===== config.mk =====
export PLATFORM = sky130hd
export DESIGN_NAME = seq_det_sched_flat
export DESIGN_NICKNAME = d
export VERILOG_FILES = /design/src/rtl/seq_det_pkg.sv /design/src/rtl/seq_det_sched_if.sv /design/src/rtl/seq_det_sched_rr_arbiter.sv /design/src/rtl/seq_det_sched.sv /design/src/flat_wrapper.sv
export SDC_FILE = /design/constraint.sdc
export NUM_CORES = 1
export LEC_CHECK = 0
export ABC_AREA = 0
export CAP_MARGIN = 5
export CORE_MARGIN = 4
export CORE_UTILIZATION = 55
export CTS_CLUSTER_SIZE = 8
export DETAILED_ROUTE_END_ITERATION = 6
export GPL_TIMING_DRIVEN = 0
export PLACE_DENSITY = 0.86
export SLEW_MARGIN = 10
export SYNTH_ARGS = -nofsm -noshare
export SYNTH_HDL_FRONTEND = slang
export SYNTH_SLANG_ARGS = --single-unit
export TNS_END_PERCENT = 100

===== constraint.sdc =====
create_clock -name clk -period 7.15 [get_ports clk]
set_clock_uncertainty 0.15 [all_clocks]
set_input_delay 1.7875 -clock clk [delete_from_list [all_inputs] [get_ports clk]]
set_output_delay 1.7875 -clock clk [all_outputs]
set_load 0.02 [all_outputs]

===== src/rtl/seq_det_pkg.sv =====
// Shared "1101" overlapping Mealy detector: state encoding and single-step
// next-state function applied to whichever channel context is granted.
package seq_det_pkg;

  typedef enum logic [1:0] {
    S0 = 2'b00,
    S1 = 2'b01,
    S2 = 2'b10,
    S3 = 2'b11
  } det_state_e;

  localparam logic [3:0] PATTERN = 4'b1101;

  typedef struct packed {
    det_state_e nxt;
    logic       hit;
  } det_step_t;

  // One detector step; a hit leaves S1 so the final 1 seeds the next match.
  function automatic det_step_t next_state(input det_state_e state, input logic x);
    det_step_t r;
    r.nxt = S0;
    r.hit = 1'b0;
    unique case (state)
      S0: r.nxt = x ? S1 : S0;
      S1: r.nxt = x ? S2 : S0;
      S2: r.nxt = x ? S2 : S3;
      S3: begin
        r.nxt = x ? S1 : S0;
        r.hit = (x == PATTERN[0]);
      end
    endcase
    return r;
  endfunction

endpackage


===== src/rtl/seq_det_sched_if.sv =====
// Channel bit/grant bus, hit event and counter readback of seq_det_sched.
interface seq_det_sched_if #(
  parameter int unsigned N_CH  = 4,
  parameter int unsigned CH_W  = 2,
  parameter int unsigned CNT_W = 8
);
  logic [N_CH-1:0]  req;
  logic [N_CH-1:0]  din;
  logic [N_CH-1:0]  gnt;
  logic [N_CH-1:0]  clr_ch;
  logic             hit_vld;
  logic [CH_W-1:0]  hit_ch;
  logic [CH_W-1:0]  cnt_sel;
  logic [CNT_W-1:0] cnt_rd;

  modport master (
    output req, din, clr_ch, cnt_sel,
    input  gnt, hit_vld, hit_ch, cnt_rd
  );

  modport slave (
    input  req, din, clr_ch, cnt_sel,
    output gnt, hit_vld, hit_ch, cnt_rd
  );
endinterface


===== src/rtl/seq_det_sched_rr_arbiter.sv =====
// Round-robin pick of the first eligible channel at or after ptr, with wrap.
module rr_arbiter #(
  parameter int unsigned N = 4,
  parameter int unsigned W = 2
) (
  input  logic [N-1:0] eligible,
  input  logic [W-1:0] ptr,
  output logic [N-1:0] gnt,
  output logic [W-1:0] g
);

  int unsigned idx;

  // Scan from the farthest offset down so the nearest eligible one wins.
  always_comb begin
    gnt = '0;
    g   = '0;
    idx = 0;
    for (int i = int'(N) - 1; i >= 0; i--) begin
      idx = (32'(ptr) + 32'(i)) % N;
      if (eligible[W'(idx)]) begin
        gnt           = '0;
        gnt[W'(idx)]  = 1'b1;
        g             = W'(idx);
      end
    end
  end

endmodule


===== src/rtl/seq_det_sched.sv =====
// Time-shared "1101" detector over N_CH serial channels with per-channel
// saved contexts, registered hit events and saturating match counters.
module seq_det_sched
  import seq_det_pkg::*;
#(
  parameter int unsigned N_CH  = 4,
  parameter int unsigned CH_W  = 2,
  parameter int unsigned CNT_W = 8
) (
  input logic           clk,
  input logic           rst,
  seq_det_sched_if.slave bus
);

  logic [N_CH-1:0]  eligible;
  logic [N_CH-1:0]  gnt_c;
  logic [CH_W-1:0]  g;
  logic [CH_W-1:0]  ptr;
  logic             granted;
  det_step_t        step;
  det_state_e       ctx [N_CH];
  logic [CNT_W-1:0] cnt [N_CH];
  logic             hit_vld_q;
  logic [CH_W-1:0]  hit_ch_q;
  logic [CNT_W-1:0] cnt_rd_c;

  // A channel being cleared is never granted in the same cycle.
  assign eligible = bus.req & ~bus.clr_ch;

  rr_arbiter #(.N(N_CH), .W(CH_W)) u_arb (
    .eligible (eligible),
    .ptr      (ptr),
    .gnt      (gnt_c),
    .g        (g)
  );

  assign granted = rst & (|gnt_c);
  assign bus.gnt = rst ? gnt_c : '0;
  assign step    = next_state(ctx[g], bus.din[g]);

  always_ff @(posedge clk) begin
    if (!rst) begin
      for (int k = 0; k < int'(N_CH); k++) begin
        ctx[k] <= S0;
        cnt[k] <= '0;
      end
      ptr       <= '0;
      hit_vld_q <= 1'b0;
      hit_ch_q  <= '0;
    end else begin
      hit_vld_q <= 1'b0;
      for (int k = 0; k < int'(N_CH); k++) begin
        if (bus.clr_ch[k]) begin
          ctx[k] <= S0;
          cnt[k] <= '0;
        end
      end
      if (granted) begin
        ctx[g] <= step.nxt;
        ptr    <= (g == CH_W'(N_CH - 1)) ? '0 : g + 1'b1;
        if (step.hit) begin
          hit_vld_q <= 1'b1;
          hit_ch_q  <= g;
          if (cnt[g] != '1) cnt[g] <= cnt[g] + 1'b1;
        end
      end
    end
  end

  // Out-of-range selects fall through to zero.
  always_comb begin
    cnt_rd_c = '0;
    for (int k = 0; k < int'(N_CH); k++) begin
      if (bus.cnt_sel == CH_W'(k)) cnt_rd_c = cnt[k];
    end
  end

  assign bus.hit_vld = hit_vld_q;
  assign bus.hit_ch  = hit_ch_q;
  assign bus.cnt_rd  = cnt_rd_c;

endmodule

===== src/flat_wrapper.sv =====
// flat-port wrapper written by rule: the top's interface ports become plain ports
module seq_det_sched_flat import seq_det_pkg::*;
#(
  parameter int unsigned N_CH  = 4,
  parameter int unsigned CH_W  = 2,
  parameter int unsigned CNT_W = 8
)
  (clk, rst, bus_req, bus_din, bus_clr_ch, bus_cnt_sel, bus_gnt, bus_hit_vld, bus_hit_ch, bus_cnt_rd);
  seq_det_sched_if #(.N_CH(N_CH), .CH_W(CH_W), .CNT_W(CNT_W)) bus_i ();
  input logic clk;
  input logic rst;
  input wire logic [$bits(bus_i.req)-1:0] bus_req;
  input wire logic [$bits(bus_i.din)-1:0] bus_din;
  input wire logic [$bits(bus_i.clr_ch)-1:0] bus_clr_ch;
  input wire logic [$bits(bus_i.cnt_sel)-1:0] bus_cnt_sel;
  output wire logic [$bits(bus_i.gnt)-1:0] bus_gnt;
  output wire logic [$bits(bus_i.hit_vld)-1:0] bus_hit_vld;
  output wire logic [$bits(bus_i.hit_ch)-1:0] bus_hit_ch;
  output wire logic [$bits(bus_i.cnt_rd)-1:0] bus_cnt_rd;
  assign bus_i.req = bus_req;
  assign bus_i.din = bus_din;
  assign bus_i.clr_ch = bus_clr_ch;
  assign bus_i.cnt_sel = bus_cnt_sel;
  assign bus_gnt = bus_i.gnt;
  assign bus_hit_vld = bus_i.hit_vld;
  assign bus_hit_ch = bus_i.hit_ch;
  assign bus_cnt_rd = bus_i.cnt_rd;
  seq_det_sched #(.N_CH(N_CH), .CH_W(CH_W), .CNT_W(CNT_W)) u_core (.clk(clk), .rst(rst), .bus(bus_i));
endmodule

==> impl_summary.txt <==
----------------------------------------------------
[Critical path]
  Data arrival time of the worst path ... 6.21 ns
  Crit Path Category ... input pin to register
  Largest fanout on the critical path ... 10
  Required time at the worst-slack endpoint ... approximately 7 ns
  Setup crit start kind ... input pin
  Kind of end point of the critical path ... register

[Placed design]
  Count of input and output buffers ... 28
  Sum of net half-perimeters after detailed placement ... just under 6000 um
  Pre-CTS setup slack ... 0.515 ns
  Last weighted congestion value of the routability-driven placer ... approximately 0.88
  # placed instances ... between 400 and 500

[Routing]
  Post-DR vias/cell ... roughly 6.4
  Remaining antenna violation count ... 0
  Number of DRC violations after detailed-routing iteration 0 ... 293
  Final wirelength ... 8200 um
  DRT Pass-1 Iters ... 5
  Number of DRC violations after detailed routing ... 0
  Vias after detailed routing ... around 2,700
  Routed wire length per instance ... around 20 um

[Clock network]
  Worst-Skew Late Latency ... roughly 0.30 ns
  Number of clock buffers inserted by TritonCTS ... 5
  Quantity of gates resized following cts ... 0
  CTS hold repair buffers ... 0
  Clock transition at the register clock pins on the worst setup and hold paths after CTS ... 0.09 ns
  Clock tree buffer depth ... 2
  CTS tree ... done
  Sink count of the clock tree ... 45
  H-tree depth ... 2
  Post-CTS setup buffer count ... 0
  Buffer type at the clock tree root ... sky130_fd_sc_hd__clkbuf_8

[Floorplan]
  Floorplan row count ... 28
  # IOs ... 31
  Vert. Die Dim ... 86.3 um
  Core area ... about 5900 um2
  Die footprint ... 7450 um2
  Width of the die ... around 86 um
  Initial core utilization ... 0.570

[Yosys]
  Mean instance size in the synthesized netlist ... around 11 um2
  Synthesized Nets ... around 340
  Fraction of post-synthesis cell area in the top cell type by area ... 0.356
  Library cell occupying the most area in the post-synthesis netlist ... sky130_fd_sc_hd__edfxtp_1
  Cell types occupying the most area after synthesis ... sky130_fd_sc_hd__edfxtp_1 36%, sky130_fd_sc_hd__mux4_2 8.7%, sky130_fd_sc_hd__mux2i_1 6.2%, sky130_fd_sc_hd__ha_1 5.2%, sky130_fd_sc_hd__dfxtp_1 3.0%
  Netlist Area Pre-Place ... 3370 um2
  Distinct cell type count of the synthesized netlist ... 60
  Number of warnings issued by yosys ... 0
  Leading register cell type out of synthesis ... sky130_fd_sc_hd__edfxtp_1
  Yosys reg bits ... 45
  Number of enable flip-flop cells after synthesis ... 40
  Cell count after synthesis ... slightly above 300
  Asr flop ratio synth ... 0
  Part of the Yosys area used for sequential elements ... 0.386

[STA]
  Setup repair after global routing missed its margin ... false
  Post-route clock period utilization ... 0.890
  Post-layout worst setup margin ... 0.784 ns
  Final hold vios ... 0
  Worst slew slack as a fraction of its limit ... 0.578
  Clock period minus worst slack ... approximately 6.4 ns
  Sum Neg Setup Slack ... 0 ns
  Peak clock frequency supported by timing ... 157 MHz
  Final count of pins violating max slew ... 0
  Min Hold Slack ... around 0.35 ns
  Actual slew at the worst max-slew pin ... between 0.6 and 0.7 ns
  Finish-stage setup viols ... 0

[Layout]
  Antenna diode instance count ... 0
  Commonest non-fill, non-tap cells in the layout ... 40 x sky130_fd_sc_hd__edfxtp_1, 28 x sky130_fd_sc_hd__clkdlybuf4s50_1, 24 x sky130_fd_sc_hd__nor2_1
  Fillers ... 455
  Area growth from synthesis to layout ... 14.4%
  Commonest non-fill, non-tap cell in the layout ... sky130_fd_sc_hd__edfxtp_1
  Fraction of final layout cells sized beyond drive strength 1 ... 0.145
  Count of nets after finishing ... approximately 370
  Cell Count, Final, Fillers Out ... between 400 and 500

[GRT]
  Initial antenna violation count ... 0
  Vias in the first global route ... roughly 2,700
  Global-route wire length before repair ... around 14,000 um
  Overall track demand over capacity in global routing ... 0.234
  Pin count of the biggest net entering global routing ... 15
  Remaining global-route overflow ... 0

[Outcome]
  Run status ... finished, final reports clean

[Run]
  Max Cap Viol ... 0

[Power and ir drop]
  Leakage power figure ... 1.48 nW
  Ratio of total power to cell area ... around 340 nW/um2
  Largest voltage drop on the vdd net ... approximately 0.21 mV

[Min path]
  Kind of path behind the tightest hold check ... register to register

----------------------------------------------------
==> path summary, 6_finish.rpt <==
kind                        start                    to  slack [ns]  cells after the start
max                 bus_clr_ch[0]      u_core.cnt[0][5]        0.78                     15
min          u_core.bus.hit_ch[1]  u_core.bus.hit_ch[1]        0.35                      2
max reg2reg         u_core.ptr[1]      u_core.cnt[0][5]        1.80                     16
min reg2reg  u_core.bus.hit_ch[1]  u_core.bus.hit_ch[1]        0.35                      2
==> per-layer routing <==
layer,share of wire,global-route usage
met2,0.51,0.405
met1,0.40,0.294
met5,0,0
met3,0.070,0.0409
met4,0.023,0.0836
==> per-stage QoR <==
| stage | total power, mW | area [um2] | util |
|---|---|---|---|
| floorplan | 0.907 | 3370 | - |
| global placement | 1.07 | 3750 | 0.633 |
| detailed placement | 1.10 | 3750 | 0.633 |
| CTS | 1.29 | 3860 | 0.652 |
| global route | 1.38 | 3860 | 0.652 |
| finish | 1.30 | 3860 | 0.652 |
==> cells by family (layout without fill, tap and decap cells) <==
logic type | Yosys count | in the layout | synth area share
buf+inv | 31 | 67 | 0.0501
compound gates | 52 | 52 | 0.135
flops | 45 | 45 | 0.386
simple gates | 120 | 120 | 0.191
fa+ha+maj | 14 | 14 | 0.0519
xor+xnor | 5 | 5 | 0.0130
mux | 41 | 41 | 0.173
==> cell type report <==
cell class | instances | area, um2 | area share
Inverter | 18 | 70.1 | 0.0182
Clock buffer | 6 | 72.6 | 0.0188
Tap cell | 75 | 93.8 | 0.0243
Multi-Input combinational cell | 232 | 1900 | 0.493
Timing Repair Buffer | 28 | 280 | 0.0727
Clock inverter | 2 | 38.8 | 0.0101
Sequential cell | 45 | 1300 | 0.337
Buffer | 13 | 98.8 | 0.0256
==> report_power, final <==
group	internal, mW	switching [mW]
clock network	0.105	0.0857
registers	0.321	0.0243
logic	0.291	0.475
==> cell usage after synthesis (all sizes together), types with 9 or more instances <==
master	number
and2	9
ha	14
edfxtp	40
nand3	11
nand2	23
nor3	18
mux4	13
and3	13
inv	16
mux2i	21
o211ai	11
nor2	24
==> flip-flops by register name, summed over array words and instances, names as in the netlist <==
name / count
u_core.bus.hit_ch: 2
u_core.bus.hit_vld: 1
u_core.cnt: 32
u_core.ctx: 8
u_core.ptr: 2
==> worst max-delay path: stages <==
cell and delay [ns]:
sky130_fd_sc_hd__clkdlybuf4s50_1 0.49, sky130_fd_sc_hd__nand2b_2 0.27, sky130_fd_sc_hd__mux4_2 0.60, sky130_fd_sc_hd__a2111o_1 0.59, sky130_fd_sc_hd__o21ai_4 0.14, sky130_fd_sc_hd__inv_4 0.09
sky130_fd_sc_hd__buf_6 0.16, sky130_fd_sc_hd__o211ai_1 0.20, sky130_fd_sc_hd__o21ai_0 0.12, sky130_fd_sc_hd__inv_1 0.22, sky130_fd_sc_hd__ha_1 0.24, sky130_fd_sc_hd__o21ai_2 0.09
sky130_fd_sc_hd__or4_4 0.55, sky130_fd_sc_hd__and2_4 0.19, sky130_fd_sc_hd__a211o_1 0.47
Note: power is estimated with default switching activity, not from simulation.
